## src/rtl/credit_rr_scheduler.sv

```systemverilog
// Round-robin scheduler over credited channels: grants one eligible requester per
// cycle, returns the consumed credit and presents the granted id on a registered stage.
module credit_rr_scheduler #(
   parameter int W   = 6,
   parameter int N   = 2,
   parameter int IDW = $clog2(N)
) (
   input  logic           clk,
   input  logic           rst,
   input  logic [W-1:0]   cnt [N],
   input  logic [N-1:0]   req_valid,
   output logic [N-1:0]   req_ready,
   output logic           dec,
   output logic [IDW-1:0] dec_id,
   output logic           out_valid,
   output logic [IDW-1:0] out_id,
   input  logic           out_ready
);

   logic [N-1:0]   elig;
   logic [IDW-1:0] rr_ptr;
   logic [IDW-1:0] sel;
   logic           found;
   logic           load;
   logic           grant;
   logic [IDW:0]   idx;

   always_comb begin
      for (int i = 0; i < N; i++) begin
         elig[i] = req_valid[i] && (cnt[i] != '0);
      end
   end

   // Scan starts at rr_ptr and wraps at N; the extra idx bit holds rr_ptr+k before the wrap.
   always_comb begin
      sel   = rr_ptr;
      found = 1'b0;
      idx   = '0;
      for (int k = 0; k < N; k++) begin
         idx = {1'b0, rr_ptr} + (IDW+1)'(k);
         if (idx >= (IDW+1)'(N)) begin
            idx = idx - (IDW+1)'(N);
         end
         if (!found && elig[idx[IDW-1:0]]) begin
            found = 1'b1;
            sel   = idx[IDW-1:0];
         end
      end
   end

   assign load = !out_valid || out_ready;

   // NOTE: rst gates the combinational grant so req_ready/dec stay low while reset is held.
   assign grant = !rst && load && found;

   assign req_ready = grant ? ({{(N-1){1'b0}}, 1'b1} << sel) : '0;
   assign dec       = grant;
   // out_id always carries the most recent grant, which is exactly the value dec_id holds.
   assign dec_id    = grant ? sel : out_id;

   // NOTE: sequential state uses non-blocking assignments so all registers update together.
   always_ff @(posedge clk or posedge rst) begin
      if (rst) begin
         out_valid <= 1'b0;
         out_id    <= '0;
         rr_ptr    <= '0;
      end else if (grant) begin
         out_valid <= 1'b1;
         out_id    <= sel;
         rr_ptr    <= (sel == IDW'(N-1)) ? '0 : sel + 1'b1;
      end else if (out_ready) begin
         out_valid <= 1'b0;
      end
   end

endmodule

```

## config.mk

```make
export PLATFORM = sky130hd
export DESIGN_NAME = credit_rr_scheduler
export DESIGN_NICKNAME = d
export VERILOG_FILES = /design/src/rtl/credit_rr_scheduler.sv
export SDC_FILE = /design/constraint.sdc
export NUM_CORES = 1
export LEC_CHECK = 0
export ABC_AREA = 1
export BUFFER_PORTS_ARGS = -buffer_cell sky130_fd_sc_hd__buf_2
export CORE_AREA = 3 3 40 42
export CTS_BUF_LIST = sky130_fd_sc_hd__clkbuf_2 sky130_fd_sc_hd__clkbuf_4 sky130_fd_sc_hd__clkbuf_8
export CTS_CLUSTER_SIZE = 8
export DETAILED_ROUTE_END_ITERATION = 10
export DIE_AREA = 0 0 43 45
export SETUP_SLACK_MARGIN = 0.5
export SKIP_LAST_GASP = 1
export SYNTH_ARGS = -nofsm -noshare
export SYNTH_HDL_FRONTEND = slang
export SYNTH_SLANG_ARGS = --single-unit
```

## constraint.sdc

```tcl
create_clock -name clk -period 1.78 [get_ports clk]
set_clock_uncertainty 0.2 [all_clocks]
set_input_delay 0 -clock clk [delete_from_list [all_inputs] [get_ports clk]]
set_output_delay 0 -clock clk [all_outputs]
set_load 0.005 [all_outputs]
```

==> impl_metrics.csv <==
group,metric,value,unit
sta,drv_slew,0,
routing,drt_iter0_drc,2,
floorplan,core.rowCount,13,
routing,drcViolationCount,0,
hold_path,worst_hold_path_type,"in -> reg",
finish,diodes,0,
synthesis,ys_ff_latch,3,
placement,port_buffers,22,
sta,hold_violations,2,
hold_path,hold_path.startpoint,"out_ready",
sta,fin_crit_sh,74.4,%
synthesis,netlist-cell-type-count,9,
sta,holdWs,-0.156,ns
setup_path,cp_cell_sequence,"nand2_1 > nand2_1 > inv_2 > o211ai_1 > nand2_1 > buf_2",
run_status,violations,"negative hold slack",
finish,finish.utilization,32.2,%
floorplan,io_pins,23,
routing,postRouteAntennaNets,0,
clocking,htreeDepth,1,
sta,min_period,1.32,ns
power_and_ir_drop,swShare,27.7,%
finish,multiInputGateArea,119,um2
routing,routed-via-count,309,
routing,drtPass1Iterations,2,
routing,met3_length,62,um
setup_path,startpoint_type,"flop",
synthesis,synth_fp_nets,54,
clocking,clk_latency,0.23,ns
power_and_ir_drop,seq_power_share,28.9,%
grt,antenna_found_initial,0,
power_and_ir_drop,clkPwrFrac,42.2,%
power_and_ir_drop,p_int,229,uW
floorplan,die_height,45,um
placement,routabilityCongestion,0.754,
setup_path,cp-end-kind,"output pin",
routing,wl_met1,237,um
setup_path,crit_arrival,1.12,ns
grt,grt_overflow,0,
power_and_ir_drop,p_leak,0.000280,uW
setup_path,path_class,"reg -> out",
setup_path,cp_max_fo,2,
setup_path,cp_common_cell,"nand2_1",
synthesis,yosysWarnings,0,
synthesis,synth_cells,37,
finish,finalNonFillerCells,81,
finish,regArea,75.1,um2
setup_path,critPathMaxStageDelay,0.37,ns
routing,wl,654,um
finish,drive_gt1_share,51.5,%
power_and_ir_drop,peakVddDrop,0.000304,V
placement,dp_cells,74,
placement,place_hpwl,530,um
setup_path,crit_slowest_cell,"dfrtp_1",
setup_path,worstRegToRegCells,7,
clocking,cts_buffers,3,
synthesis,synth-seq-area-share,33.3,%
power_and_ir_drop,powerDensity,763,nW/um2
finish,fillers,149,
synthesis,ys_top_cells_by_area,"dfrtp_1 (33%), nand2_1 (18%), inv_1 (13%)",
clocking,cts_root_buf,"clkbuf_4",
clocking,path_clk_slew,0.04,ns
floorplan,die_w,43,um
clocking,clock_path_buffers,2,
sta,slew_headroom,86.0,%
floorplan,start_util,17.5,%
routing,vias_per_cell,3.81,
hold_path,min_path_cells,4,
grt,grt_start_max_net_pins,5,
power_and_ir_drop,comb_power_share,28.9,%
power_and_ir_drop,switching_power,87.6,uW
grt,grt_pass1_wl,1010,um
sta,fmax,755,MHz
sta,worst_pin_slew,0.208,ns
sta,rsz0062_at_grt,"true",
clocking,cts_tree,"built",
clocking,clock_sinks,3,
finish,nets,84,
synthesis,syn_avg_cell_area,6.09,um2
grt,grt_pass1_vias,298,
routing,top_layer_used,"met3",
floorplan,coreArea,1280,um2
setup_path,worst_ep_required_time,1.58,ns
sta,tns,0,ns
synthesis,yosys.area.top_type,"dfrtp_1",
routing,post_drt_wl_per_cell,8.07,um
finish,area_delta_synth_final,83.9,%
floorplan,dieArea,1940,um2
synthesis,synth.top_cell.area_share,33.3,%
setup_path,reg2reg_from,"out_valid$_DFFE_PP0P_",
setup_path,crit_start,"out_valid$_DFFE_PP0P_",
clocking,cts_hold_buf,2,
grt,grt.total_usage,7.34,%
synthesis,syn_area,225,um2
sta,setup-violations-final,0,
routing,wl_met2,354,um
job,max-cap-violations,0,
run_status,status,"finished with violations",
[registers in the layout, summed over array words and instances, names as in the netlist]
signal and cells:
rr_ptr 1, out_valid 1, out_id 1
[layout by cell type (no fill, tap or decap)]
cell type       n
buf_2          22
buf_4           1
clkbuf_4        4
dfrtp_1         3
dlygate4sd3_1   2
inv_1           7
inv_2           2
nand2_1        10
nand2_2         4
nand2_4         1
nand3_1         3
nor2_1          6
o211ai_1        1
[area by class of cell]
type / count / share of cell area (%)
Clock buffer: 4 / 7.25
Timing Repair Buffer: 25 / 33.2
Multi-Input combinational cell: 25 / 28.7
Sequential cell: 3 / 18.1
Tap cell: 15 / 4.53
Inverter: 9 / 8.16
[cell usage after synthesis]
master     n
nand2_4    1
nand3_1    3
inv_2      1
o211ai_1   1
nor2_1     6
nand2_2    3
dfrtp_1    3
nand2_1   11
inv_1      8
[power groups by stage]
stage | Combinational (uW) | Sequential [uW] | Clock (uW)
after floorplan | 40.9 | 90.2 | 0
after global routing | 103 | 92.7 | 147
after global placement | 80.5 | 90.6 | 0
after CTS | 85.7 | 89.9 | 143
after detailed placement | 81.4 | 90.8 | 0
final | 91.5 | 91.3 | 133
[stage by stage]
step	cell area [um2]	setup slack, ns	hold slack, ns	power, uW
6_report	414	0.456	-0.156	316
5_1_grt	414	0.359	-0.131	342
4_1_cts	404	0.443	-0.172	319
3_5_place_dp	354	0.667	-0.321	172
3_3_place_gp	354	0.674	-0.320	171
2_1_floorplan	225	0.673	-0.438	131
[worst max-delay path, delay by kind of cell (launching register included)]
family	cells	cell delay, ns
compound gates	1	0.10
simple gates	3	0.24
buf+inv	2	0.18
flops	1	0.37
[per-layer routing]
| metal | vias up | track usage [%] |
|---|---|---|
| met5 | - | 0 |
| met4 | 0 | 8.43 |
| met3 | 0 | 2.79 |
| met2 | 11 | 12.9 |
| met1 | 133 | 5.81 |
| li1 | 165 | - |
[logic make-up (layout without fill, tap and decap cells)]
kind of cell	Yosys count	count (layout)	synth area share, %
simple gates	24	24	48.3
buf+inv	9	38	15.0
flops	3	3	33.3
compound gates	1	1	3.33
[timing repair]
action,CTS,global route
cloned,0,0
setup endpoints to repair,4,4
gates resized for setup,1,1
setup buffers,0,1
hold endpoints to repair,5,1
pin swaps,1,2
[final timing paths]
check                                   endpoint  slack (ns)
max                                       dec_id        0.46
min                        out_valid$_DFFE_PP0P_       -0.16
max reg2reg                     out_id$_DFF_PP0_        0.58
min reg2reg                out_valid$_DFFE_PP0P_        0.31
max in group asynchronous       out_id$_DFF_PP0_        0.69
min in group asynchronous  out_valid$_DFFE_PP0P_        0.54
(Power assumes the default switching activity.)
